### src/rtl/alu_seq_if.sv
// alu_seq_if: operand/opcode request channel and result/flags response
// channel of the sequential ALU, each with its own valid/ready pair.
interface alu_seq_if #(
   parameter int WIDTH = 16
);
   logic             in_valid;
   logic             in_ready;
   logic [4:0]       sel_alu;
   logic [WIDTH-1:0] in0;
   logic [WIDTH-1:0] in1;
   logic             carryin;
   logic             borrowin;
   logic             out_valid;
   logic             out_ready;
   logic [WIDTH-1:0] result;
   logic [WIDTH-1:0] result_hi;
   logic [8:0]       flags;
   logic             illegal_op;

   // Producer of operations and consumer of results (e.g. pipeline control).
   modport master (
      output in_valid, sel_alu, in0, in1, carryin, borrowin, out_ready,
      input  in_ready, out_valid, result, result_hi, flags, illegal_op
   );

   // The ALU core itself.
   modport slave (
      input  in_valid, sel_alu, in0, in1, carryin, borrowin, out_ready,
      output in_ready, out_valid, result, result_hi, flags, illegal_op
   );
endinterface

### src/rtl/alu_seq_core.sv
// alu_seq_core: registered ALU with valid/ready handshakes. Single-cycle ops
// (add/sub, logic, compare, shift/rotate) return one cycle after accept;
// MUL (shift-add) and DIV (restoring) iterate WIDTH cycles.
// flags = {ET, LT, GT, divbyzero, overflow, borrow, carry, negative, zero}.
// Build option: define ALU_SATURATE_EN to clamp ADD/SUB on signed overflow
// instead of wrapping.
module alu_seq_core #(
   parameter int WIDTH = 16
) (
   input logic      clk,
   input logic      rst_n,
   alu_seq_if.slave bus
);
   localparam int SHW = $clog2(WIDTH);

   // Opcode map
   localparam logic [4:0] OP_ADD     = 5'b00000;
   localparam logic [4:0] OP_SUB     = 5'b00001;
   localparam logic [4:0] OP_AND     = 5'b00010;
   localparam logic [4:0] OP_OR      = 5'b00011;
   localparam logic [4:0] OP_XOR     = 5'b00100;
   localparam logic [4:0] OP_NOT     = 5'b00101;
   localparam logic [4:0] OP_CMP_GTU = 5'b01000;
   localparam logic [4:0] OP_CMP_GTS = 5'b01001;
   localparam logic [4:0] OP_CMP_LTU = 5'b01010;
   localparam logic [4:0] OP_CMP_LTS = 5'b01011;
   localparam logic [4:0] OP_CMP_ETU = 5'b01100;
   localparam logic [4:0] OP_CMP_ETS = 5'b01101;
   localparam logic [4:0] OP_SLL     = 5'b10000;
   localparam logic [4:0] OP_SRL     = 5'b10001;
   localparam logic [4:0] OP_SRA     = 5'b10010;
   localparam logic [4:0] OP_ROL     = 5'b10011;
   localparam logic [4:0] OP_ROR     = 5'b10100;
   localparam logic [4:0] OP_MUL     = 5'b11000;
   localparam logic [4:0] OP_DIV     = 5'b11001;

`ifdef ALU_SATURATE_EN
   localparam logic [WIDTH-1:0] SMAX = {1'b0, {(WIDTH-1){1'b1}}};
   localparam logic [WIDTH-1:0] SMIN = {1'b1, {(WIDTH-1){1'b0}}};
`endif

   typedef enum logic [1:0] {
      IDLE = 2'b00,
      ITER = 2'b01,
      DONE = 2'b10
   } state_t;

   state_t           state_q;
   logic             in_ready_q;
   logic             out_valid_q;
   logic [WIDTH-1:0] result_q;
   logic [WIDTH-1:0] result_hi_q;
   logic [8:0]       flags_q;
   logic             illegal_q;

   // Iteration state shared by MUL and DIV
   logic [WIDTH-1:0] acc_hi_q;   // partial product high half / partial remainder
   logic [WIDTH-1:0] acc_lo_q;   // multiplier / dividend shifting into quotient
   logic [WIDTH-1:0] opnd_q;     // multiplicand / divisor
   logic             is_div_q;
   logic [SHW-1:0]   cnt_q;

   // Single-cycle datapath terms on the live inputs
   logic [WIDTH:0]   add_s;
   logic [WIDTH:0]   sub_s;
   logic             add_ovf_s;
   logic             sub_ovf_s;
   logic             cmp_gt_s;
   logic             cmp_lt_s;
   logic             cmp_et_s;
   logic [SHW-1:0]   amt_s;
   logic [SHW:0]     inv_amt_s;
   logic             is_iter_s;

   logic [WIDTH-1:0] alu_res_s;
   logic [WIDTH-1:0] alu_hi_s;
   logic [8:0]       alu_flags_s;
   logic             alu_ill_s;
   logic             gt_s, lt_s, et_s, dz_s, ov_s, bw_s, cy_s;

   // Iteration step terms
   logic [WIDTH:0]   mul_sum_s;
   logic [WIDTH:0]   div_tmp_s;
   logic [WIDTH:0]   div_sub_s;
   logic             div_ge_s;
   logic [WIDTH-1:0] step_hi_s;
   logic [WIDTH-1:0] step_lo_s;

   assign add_s     = {1'b0, bus.in0} + {1'b0, bus.in1} + {{WIDTH{1'b0}}, bus.carryin};
   assign sub_s     = {1'b0, bus.in0} - {1'b0, bus.in1} - {{WIDTH{1'b0}}, bus.borrowin};
   assign add_ovf_s = (bus.in0[WIDTH-1] == bus.in1[WIDTH-1]) && (add_s[WIDTH-1] != bus.in0[WIDTH-1]);
   assign sub_ovf_s = (bus.in0[WIDTH-1] != bus.in1[WIDTH-1]) && (sub_s[WIDTH-1] != bus.in0[WIDTH-1]);
   assign cmp_gt_s  = bus.sel_alu[0] ? ($signed(bus.in0) > $signed(bus.in1)) : (bus.in0 > bus.in1);
   assign cmp_lt_s  = bus.sel_alu[0] ? ($signed(bus.in0) < $signed(bus.in1)) : (bus.in0 < bus.in1);
   assign cmp_et_s  = (bus.in0 == bus.in1);
   assign amt_s     = bus.in1[SHW-1:0];
   // Shift by WIDTH yields zero, so a rotate by 0 degenerates to in0 | 0.
   assign inv_amt_s = (SHW+1)'(WIDTH) - {1'b0, amt_s};
   assign is_iter_s = (bus.sel_alu == OP_MUL) ||
                      ((bus.sel_alu == OP_DIV) && (bus.in1 != {WIDTH{1'b0}}));

   // Shift-add multiply step: add multiplicand when LSB set, shift right.
   assign mul_sum_s = {1'b0, acc_hi_q} + (acc_lo_q[0] ? {1'b0, opnd_q} : {(WIDTH+1){1'b0}});
   // Restoring divide step: shift next dividend bit in, subtract if it fits.
   assign div_tmp_s = {acc_hi_q, acc_lo_q[WIDTH-1]};
   assign div_sub_s = div_tmp_s - {1'b0, opnd_q};
   assign div_ge_s  = ~div_sub_s[WIDTH];

   // Select the next iteration value for whichever operation is running.
   always_comb begin
      step_hi_s = {WIDTH{1'b0}};
      step_lo_s = {WIDTH{1'b0}};
      if (is_div_q) begin
         step_hi_s = div_ge_s ? div_sub_s[WIDTH-1:0] : div_tmp_s[WIDTH-1:0];
         step_lo_s = {acc_lo_q[WIDTH-2:0], div_ge_s};
      end else begin
         step_hi_s = mul_sum_s[WIDTH:1];
         step_lo_s = {mul_sum_s[0], acc_lo_q[WIDTH-1:1]};
      end
   end

   // Decode the opcode into the single-cycle result, high word and flags.
   always_comb begin
      alu_res_s = {WIDTH{1'b0}};
      alu_hi_s  = {WIDTH{1'b0}};
      alu_ill_s = 1'b0;
      gt_s = 1'b0; lt_s = 1'b0; et_s = 1'b0; dz_s = 1'b0;
      ov_s = 1'b0; bw_s = 1'b0; cy_s = 1'b0;
      case (bus.sel_alu)
         OP_ADD: begin
            cy_s = add_s[WIDTH];
            ov_s = add_ovf_s;
`ifdef ALU_SATURATE_EN
            if (add_ovf_s) alu_res_s = bus.in0[WIDTH-1] ? SMIN : SMAX;
            else           alu_res_s = add_s[WIDTH-1:0];
`else
            alu_res_s = add_s[WIDTH-1:0];
`endif
         end
         OP_SUB: begin
            bw_s = sub_s[WIDTH];
            ov_s = sub_ovf_s;
`ifdef ALU_SATURATE_EN
            if (sub_ovf_s) alu_res_s = bus.in0[WIDTH-1] ? SMIN : SMAX;
            else           alu_res_s = sub_s[WIDTH-1:0];
`else
            alu_res_s = sub_s[WIDTH-1:0];
`endif
         end
         OP_AND: alu_res_s = bus.in0 & bus.in1;
         OP_OR:  alu_res_s = bus.in0 | bus.in1;
         OP_XOR: alu_res_s = bus.in0 ^ bus.in1;
         OP_NOT: alu_res_s = ~bus.in0;
         OP_CMP_GTU, OP_CMP_GTS, OP_CMP_LTU, OP_CMP_LTS, OP_CMP_ETU, OP_CMP_ETS: begin
            gt_s = cmp_gt_s;
            lt_s = cmp_lt_s;
            et_s = cmp_et_s;
            case (bus.sel_alu[2:1])
               2'b00:   alu_res_s = {{(WIDTH-1){1'b0}}, cmp_gt_s};
               2'b01:   alu_res_s = {{(WIDTH-1){1'b0}}, cmp_lt_s};
               2'b10:   alu_res_s = {{(WIDTH-1){1'b0}}, cmp_et_s};
               default: alu_res_s = {WIDTH{1'b0}};
            endcase
         end
         OP_SLL: alu_res_s = bus.in0 << amt_s;
         OP_SRL: alu_res_s = bus.in0 >> amt_s;
         OP_SRA: alu_res_s = $signed(bus.in0) >>> amt_s;
         OP_ROL: alu_res_s = (bus.in0 << amt_s) | (bus.in0 >> inv_amt_s);
         OP_ROR: alu_res_s = (bus.in0 >> amt_s) | (bus.in0 << inv_amt_s);
         OP_MUL: alu_res_s = {WIDTH{1'b0}};
         OP_DIV: begin
            // Only the divide-by-zero shortcut resolves here.
            if (bus.in1 == {WIDTH{1'b0}}) begin
               alu_res_s = {WIDTH{1'b1}};
               alu_hi_s  = bus.in0;
               dz_s      = 1'b1;
            end else begin
               alu_hi_s  = {WIDTH{1'b0}};
            end
         end
         default: alu_ill_s = 1'b1;
      endcase
      alu_flags_s = {et_s, lt_s, gt_s, dz_s, ov_s, bw_s, cy_s,
                     alu_res_s[WIDTH-1], (alu_res_s == {WIDTH{1'b0}})};
   end

   // Control FSM with registered handshake, result and flag outputs.
   always_ff @(posedge clk or negedge rst_n) begin
      if (!rst_n) begin
         state_q     <= IDLE;
         in_ready_q  <= 1'b0;
         out_valid_q <= 1'b0;
         result_q    <= {WIDTH{1'b0}};
         result_hi_q <= {WIDTH{1'b0}};
         flags_q     <= 9'b0;
         illegal_q   <= 1'b0;
         acc_hi_q    <= {WIDTH{1'b0}};
         acc_lo_q    <= {WIDTH{1'b0}};
         opnd_q      <= {WIDTH{1'b0}};
         is_div_q    <= 1'b0;
         cnt_q       <= {SHW{1'b0}};
      end else begin
         case (state_q)
            IDLE: begin
               if (bus.in_valid && in_ready_q) begin
                  in_ready_q <= 1'b0;
                  if (is_iter_s) begin
                     acc_hi_q <= {WIDTH{1'b0}};
                     acc_lo_q <= bus.in0;
                     opnd_q   <= bus.in1;
                     is_div_q <= (bus.sel_alu == OP_DIV);
                     cnt_q    <= {SHW{1'b0}};
                     state_q  <= ITER;
                  end else begin
                     result_q    <= alu_res_s;
                     result_hi_q <= alu_hi_s;
                     flags_q     <= alu_flags_s;
                     illegal_q   <= alu_ill_s;
                     out_valid_q <= 1'b1;
                     state_q     <= DONE;
                  end
               end else begin
                  in_ready_q <= 1'b1;
               end
            end
            ITER: begin
               acc_hi_q <= step_hi_s;
               acc_lo_q <= step_lo_s;
               cnt_q    <= cnt_q + SHW'(1);
               if (cnt_q == SHW'(WIDTH-1)) begin
                  result_q    <= step_lo_s;
                  result_hi_q <= step_hi_s;
                  flags_q     <= {7'b0, step_lo_s[WIDTH-1], (step_lo_s == {WIDTH{1'b0}})};
                  illegal_q   <= 1'b0;
                  out_valid_q <= 1'b1;
                  state_q     <= DONE;
               end else begin
                  state_q     <= ITER;
               end
            end
            DONE: begin
               if (out_valid_q && bus.out_ready) begin
                  out_valid_q <= 1'b0;
                  in_ready_q  <= 1'b1;
                  state_q     <= IDLE;
               end else begin
                  state_q     <= DONE;
               end
            end
            default: begin
               state_q     <= IDLE;
               in_ready_q  <= 1'b0;
               out_valid_q <= 1'b0;
            end
         endcase
      end
   end

   assign bus.in_ready   = in_ready_q;
   assign bus.out_valid  = out_valid_q;
   assign bus.result     = result_q;
   assign bus.result_hi  = result_hi_q;
   assign bus.flags      = flags_q;
   assign bus.illegal_op = illegal_q;

endmodule
### src/flat_wrapper.sv
// flat-port wrapper written by rule: the top's interface ports become plain ports
module alu_seq_core_flat 
#(
   parameter int WIDTH = 16
)
  (clk, rst_n, bus_in_valid, bus_sel_alu, bus_in0, bus_in1, bus_carryin, bus_borrowin, bus_out_ready, bus_in_ready, bus_out_valid, bus_result, bus_result_hi, bus_flags, bus_illegal_op);
  alu_seq_if #(.WIDTH(WIDTH)) bus_i ();
  input logic clk;
  input logic rst_n;
  input wire logic [$bits(bus_i.in_valid)-1:0] bus_in_valid;
  input wire logic [$bits(bus_i.sel_alu)-1:0] bus_sel_alu;
  input wire logic [$bits(bus_i.in0)-1:0] bus_in0;
  input wire logic [$bits(bus_i.in1)-1:0] bus_in1;
  input wire logic [$bits(bus_i.carryin)-1:0] bus_carryin;
  input wire logic [$bits(bus_i.borrowin)-1:0] bus_borrowin;
  input wire logic [$bits(bus_i.out_ready)-1:0] bus_out_ready;
  output wire logic [$bits(bus_i.in_ready)-1:0] bus_in_ready;
  output wire logic [$bits(bus_i.out_valid)-1:0] bus_out_valid;
  output wire logic [$bits(bus_i.result)-1:0] bus_result;
  output wire logic [$bits(bus_i.result_hi)-1:0] bus_result_hi;
  output wire logic [$bits(bus_i.flags)-1:0] bus_flags;
  output wire logic [$bits(bus_i.illegal_op)-1:0] bus_illegal_op;
  assign bus_i.in_valid = bus_in_valid;
  assign bus_i.sel_alu = bus_sel_alu;
  assign bus_i.in0 = bus_in0;
  assign bus_i.in1 = bus_in1;
  assign bus_i.carryin = bus_carryin;
  assign bus_i.borrowin = bus_borrowin;
  assign bus_i.out_ready = bus_out_ready;
  assign bus_in_ready = bus_i.in_ready;
  assign bus_out_valid = bus_i.out_valid;
  assign bus_result = bus_i.result;
  assign bus_result_hi = bus_i.result_hi;
  assign bus_flags = bus_i.flags;
  assign bus_illegal_op = bus_i.illegal_op;
  alu_seq_core #(.WIDTH(WIDTH)) u_core (.clk(clk), .rst_n(rst_n), .bus(bus_i));
endmodule
### config.mk
export PLATFORM = sky130hd
export DESIGN_NAME = alu_seq_core_flat
export DESIGN_NICKNAME = d
export VERILOG_FILES = /design/src/rtl/alu_seq_if.sv /design/src/rtl/alu_seq_core.sv /design/src/flat_wrapper.sv
export SDC_FILE = /design/constraint.sdc
export NUM_CORES = 1
export LEC_CHECK = 0
export CORE_ASPECT_RATIO = 1.2
export CORE_MARGIN = 2
export CORE_UTILIZATION = 40
export CTS_CLUSTER_SIZE = 25
export DETAILED_ROUTE_END_ITERATION = 7
export PLACE_DENSITY = 0.59
export SLEW_MARGIN = 20
export SYNTH_ARGS = -nofsm -noshare
export SYNTH_HDL_FRONTEND = slang
export SYNTH_SLANG_ARGS = --single-unit
### constraint.sdc
create_clock -name clk -period 6.8 [get_ports clk]
set_clock_uncertainty 0.1 [all_clocks]
set_input_delay 1.36 -clock clk [delete_from_list [all_inputs] [get_ports clk]]
set_output_delay 1.36 -clock clk [all_outputs]
set_load 0.1 [all_outputs]
Word level (Yosys, flattened, before mapping)
Cells that the tools add are included.
{ "word_totals": {"reg_bits": 99, "latchBits": 0, "ram_bits": 0, "mem_bits_ro": 0, "in_bits": 43, "elab_cells": 149, "n_memories": 0} }
{ "op_classes": {"n_addsub": 8, "mul": 0, "div": 0, "order_cmp": 4, "n_eq_ne": 33, "shift": 5, "mux": 58, "n_bitwise": 8, "reduce_logical": 21} }
{ "op_table": {"columns": ["operator", "n"], "rows": [
  ["2-to-1 mux 16 bit", 17],
  ["one-hot mux 16 bit (13 select lines)", 1],
  ["one-hot mux 16 bit (2 select lines)", 4],
  ["zero test 16 bit", 3],
  ["bitwise OR 16 bit", 3],
  ["equality test 5 bit, second input constant", 7],
  ["> comparator 16 bit", 2],
  ["less-than comparator 16 bit", 2],
  ["equality test 5 x 4 -> 1 bit, second input constant", 6],
  ["2-to-1 mux 9 bit", 3],
  ["2-to-1 mux 1 bit", 19],
  ["OR reduction 19 bit", 1],
  ["one-hot mux 9 bit (2 select lines)", 1],
  ["adder 16 x 16 -> 17 bit", 1],
  ["adder 16 x 17 -> 17 bit", 1],
  ["adder 17 x 1 -> 17 bit", 1],
  ["subtractor 16 x 16 -> 17 bit", 1],
  ["subtractor 17 x 1 -> 17 bit", 1],
  ["subtractor 17 x 16 -> 17 bit", 1],
  ["AND 16 bit", 1],
  ["equality test 16 bit", 1],
  ["NOT 16 bit", 1],
  ["nonzero test 16 bit", 1],
  ["<< shifter 16 x 4 -> 16 bit", 1],
  ["other kinds (33)", 57]
]} }

Depth between registers and ports, before layout
{ "logic_depth": {"depth_word": 8, "ltp_mapped": 19, "depth_no_buf": 14} }

Worst setup path after synthesis
OpenSTA, ideal clock, no wires.
{ "synth_path": {"path_type": "input to register", "startpoint": "input port bus_in1[0]", "endpoint": "register u_core.flags_q[0], in the netlist u_core.bus.flags[0]", "t_arrival_ps": 5202, "t_required_ps": 6618, "setup_slack_ps": 1415, "stages": 18, "path_cell_list": "buf_6 -> buf_12 -> buf_6 -> buf_2 -> buf_2 -> inv_1 -> fa_1 -> ha_1 -> a211o_1 -> xnor2_1 -> o22ai_1 -> a2111oi_2 -> o221ai_1 -> or4b_1 -> and4bb_1 -> and4_1 -> nand4_1 -> o22ai_1"} }
{ "synth_via": {"elab_chain_len": 8, "elab_cells_between_ends": 35} }
{ "synth_rtl": {"columns": ["element", "line_no", "source"], "rows": [
  ["start: declaration", "flat_wrapper.sv:13", "input wire logic [$bits(bus_i.in1)-1:0] bus_in1;"],
  ["parallel branches: the longest is 8 deep, another holds subtractor 16 x 16 -> 17 bit", null, null],
  ["end signal: assignment", "alu_seq_core.sv:217", "flags_q <= alu_flags_s;"],
  ["end signal: assignment", "alu_seq_core.sv:233", "flags_q <= {7'b0, step_lo_s[WIDTH-1], (step_lo_s == {WIDTH{1'b0}})};"],
  ["end: declaration", "alu_seq_core.sv:53", "logic [8:0] flags_q;"]
]} }
Parallel ways; which one is timed is not known. The select of a mux whose other input is x is not followed.
A chain may end at the register's enable or synchronous reset.

Final worst setup path
{ "layout_path": {"startpoint": "input port bus_in1[3]", "endpoint": "register u_core.flags_q[0], in the netlist u_core.bus.flags[0]"} }
Same word-level chain as after synthesis.

==> out/qor.csv <==
metric,value,unit
layout_min_cycle_time,5.794,ns
cp_data_arrival_time,5.98,ns
synth_nets,1738,
ant_nets,0,
period_share,85.21,%
cts_tree,done,
drt_wl_total,54270,um
vdd.ir_drop.worst,0.4386,mV
power,5.069,mW
post_cts_buffers,0,
drv_cap,0,
hold_path.class,register to register,
slew_headroom,32.13,%
synth-edff-count,0,
portBuffers,86,
dp_cells,2007,
crit_fanout,12,
tns,0,ns
fin_cells,2021,
n_fill_cell,3103,
grt_usage,33.27,%
cts_resized,0,
clkLatencyLatePin,0.36,ns
numCtsBuffers,9,
yosysTopAreaCell,dfrtp_1,
synth_top_area_share,19.62,%
grt_max_degree,54,
vias,13180,
via_per_inst,6.520,
postSynthAreaPerCell,7.932,um2
drt_iter0_drc,1284,
gp_congestion,1.018,
die_h,197.7,um
wl_per_cell,26.85,um
hold_buffers,0,
power_density,359.2,mW/mm2
place_hpwl,41600,um
setup_viol_count_final,0,
crit_required,6.98,ns
drc_errors,0,
synthCells,1576,
first_pass_iters,7,
pin_count,87,
rsz0062_at_grt,no,
ys_seq_area_share,19.62,%
grt_pass1_vias,12760,
die_x,165.4,um
cts_root_buf,clkbuf_16,
cts.path.max_buffers,2,
nets,1784,
core,0.03065,mm2
layout_commonest_cell,nor2_1,
critPathKind,primary input to register,
fmax,0.1726,GHz
outcome,"complete, no violations",
start_kind,primary input,
slew_viol_final,0,
ys_top_cells_by_area,"dfrtp_1 20%, ha_1 11%, mux2i_1 5.8%",
h-tree-depth,3,
rows,70,
gr-total-overflow,0,
antenna_found_initial,0,
drive_gt1_share,8.923,%
ys_ff_latch,98,
leakagePower,6.130,nW
syn_area,0.01250,mm2
yosys_warnings,0,
dieArea,0.03269,mm2
clk_pin_slew_worst_paths,0.07,ns
cts_sinks,98,
antennaDiodeCount,0,
grt_pass1_wl,81080,um
layout_common_cells,"146 x nor2_1, 145 x nand2_1, 113 x ha_1",
hold_viol,0,
start_util,40.78,%
endpoint_kind,register,
async_flop_share,100.0,%
synth_ff_type,dfrtp_1,
ys_types,89,
hold_ws,0.3766,ns
worstMarginPinSlew,1.018,ns
syn_to_final_growth,12.88,%
-- metrics by stage --
stage	setup WS [ns]	cell area, um2	utilization, %
after floorplan	1.415	12500	-
after global placement	0.9191	13830	45.13
after detailed placement	0.7899	13830	45.13
after CTS	1.169	14110	46.03
after global routing	0.8478	14110	46.03
final	1.006	14110	46.03
-- kinds of logic (layout without fill, tap and decap cells) --
group                      count (synthesis)  after routing  synth area share [%]
muxes                                    126            126                 13.42
and+or+nand+nor                          529            529                 20.42
buffers and inverters                    196            245                 6.476
xor gates and xnor gates                  52             52                 3.854
DFF                                       98             98                 19.62
AOI/OAI and AO/OA                        456            456                 23.94
adders and majority gates                119            119                 12.27
-- path summary, 6_finish.rpt --
check | start | endpoint | slack, ns | cells after the start
min | u_core.bus.illegal_op | u_core.bus.illegal_op | 0.38 | 1
min in group asynchronous | rst_n | u_core.opnd_q[9] | 0.92 | 1
min reg2reg | u_core.bus.illegal_op | u_core.bus.illegal_op | 0.38 | 1
max reg2reg | u_core.acc_lo_q[15] | u_core.bus.result_hi[12] | 2.49 | 14
max | bus_in1[3] | u_core.bus.flags[0] | 1.01 | 13
max in group asynchronous | rst_n | u_core.acc_lo_q[12] | 4.54 | 2
-- state kept, by name, summed over array words and instances, names as in the netlist, 2 cells and up --
| register | cells |
|---|---|
| u_core.bus.result_hi | 16 |
| u_core.state_q | 2 |
| u_core.acc_lo_q | 16 |
| u_core.bus.result | 15 |
| u_core.opnd_q | 16 |
| u_core.acc_hi_q | 16 |
| u_core.cnt_q | 4 |
| u_core.bus.flags | 9 |
-- layout make-up --
class                      instances  area (um2)  share of cell area, %
timing repair buffer             144        1289                  9.133
tap                              396       495.5                  3.511
inverter                          87       326.6                  2.314
multi-input combinational       1282        9270                  65.69
clock inverter                     3       25.02                 0.1773
sequential                        98        2452                  17.38
clock buffer                      11       252.7                  1.791
-- where the power goes --
| part | switching [mW] | leakage (nW) | total (mW) | internal [mW] |
|---|---|---|---|---|
| registers | 0.248 | 1.20 | 1.09 | 0.844 |
| logic | 2.31 | 4.80 | 3.48 | 1.17 |
| clock network | 0.231 | 0.134 | 0.497 | 0.266 |
| total | 2.79 | 6.13 | 5.07 | 2.28 |
-- Yosys cell counts, types with 9 or more instances --
library cell,n
mux4_2,21
o22ai_1,16
a211o_1,9
nand2b_1,15
nand3_1,38
and3_1,12
nand2_1,145
nor4_1,28
a211oi_1,33
mux2i_1,72
o21a_1,9
nor2b_1,16
or3_1,12
dfrtp_1,98
o21ai_0,112
buf_1,11
buf_2,15
xnor2_1,29
clkbuf_1,77
nand4_1,11
a21oi_1,107
mux2_2,20
o211ai_1,22
a21o_1,25
o2111ai_1,10
nor3_1,39
xor2_1,21
and2_1,24
a31oi_1,16
nor2_1,148
inv_1,84
ha_1,113
-- worst max-delay path: stages --
cell             delay (ns)
clkdlybuf4s50_1        0.79
clkinv_1               0.50
ha_1                   0.68
ha_1                   0.37
xnor2_1                0.35
o22ai_1                0.18
a2111oi_2              0.30
o221ai_1               0.23
or4b_1                 0.52
and4bb_1               0.26
and4_1                 0.18
nand4_1                0.08
o22ai_1                0.17
-- per-layer routing --
| metal | wire length [um] | global-route usage, % | vias up | share of wire (%) |
|---|---|---|---|---|
| met5 | 0 | 0 | - | 0 |
| met4 | 3758 | 20.37 | 0 | 6.9 |
| met3 | 3869 | 3.359 | 172 | 7.1 |
| met2 | 25430 | 55.11 | 709 | 47 |
| met1 | 21210 | 41.43 | 6401 | 39 |
| li1 | - | - | 5894 | - |
(Power assumes the default switching activity.)
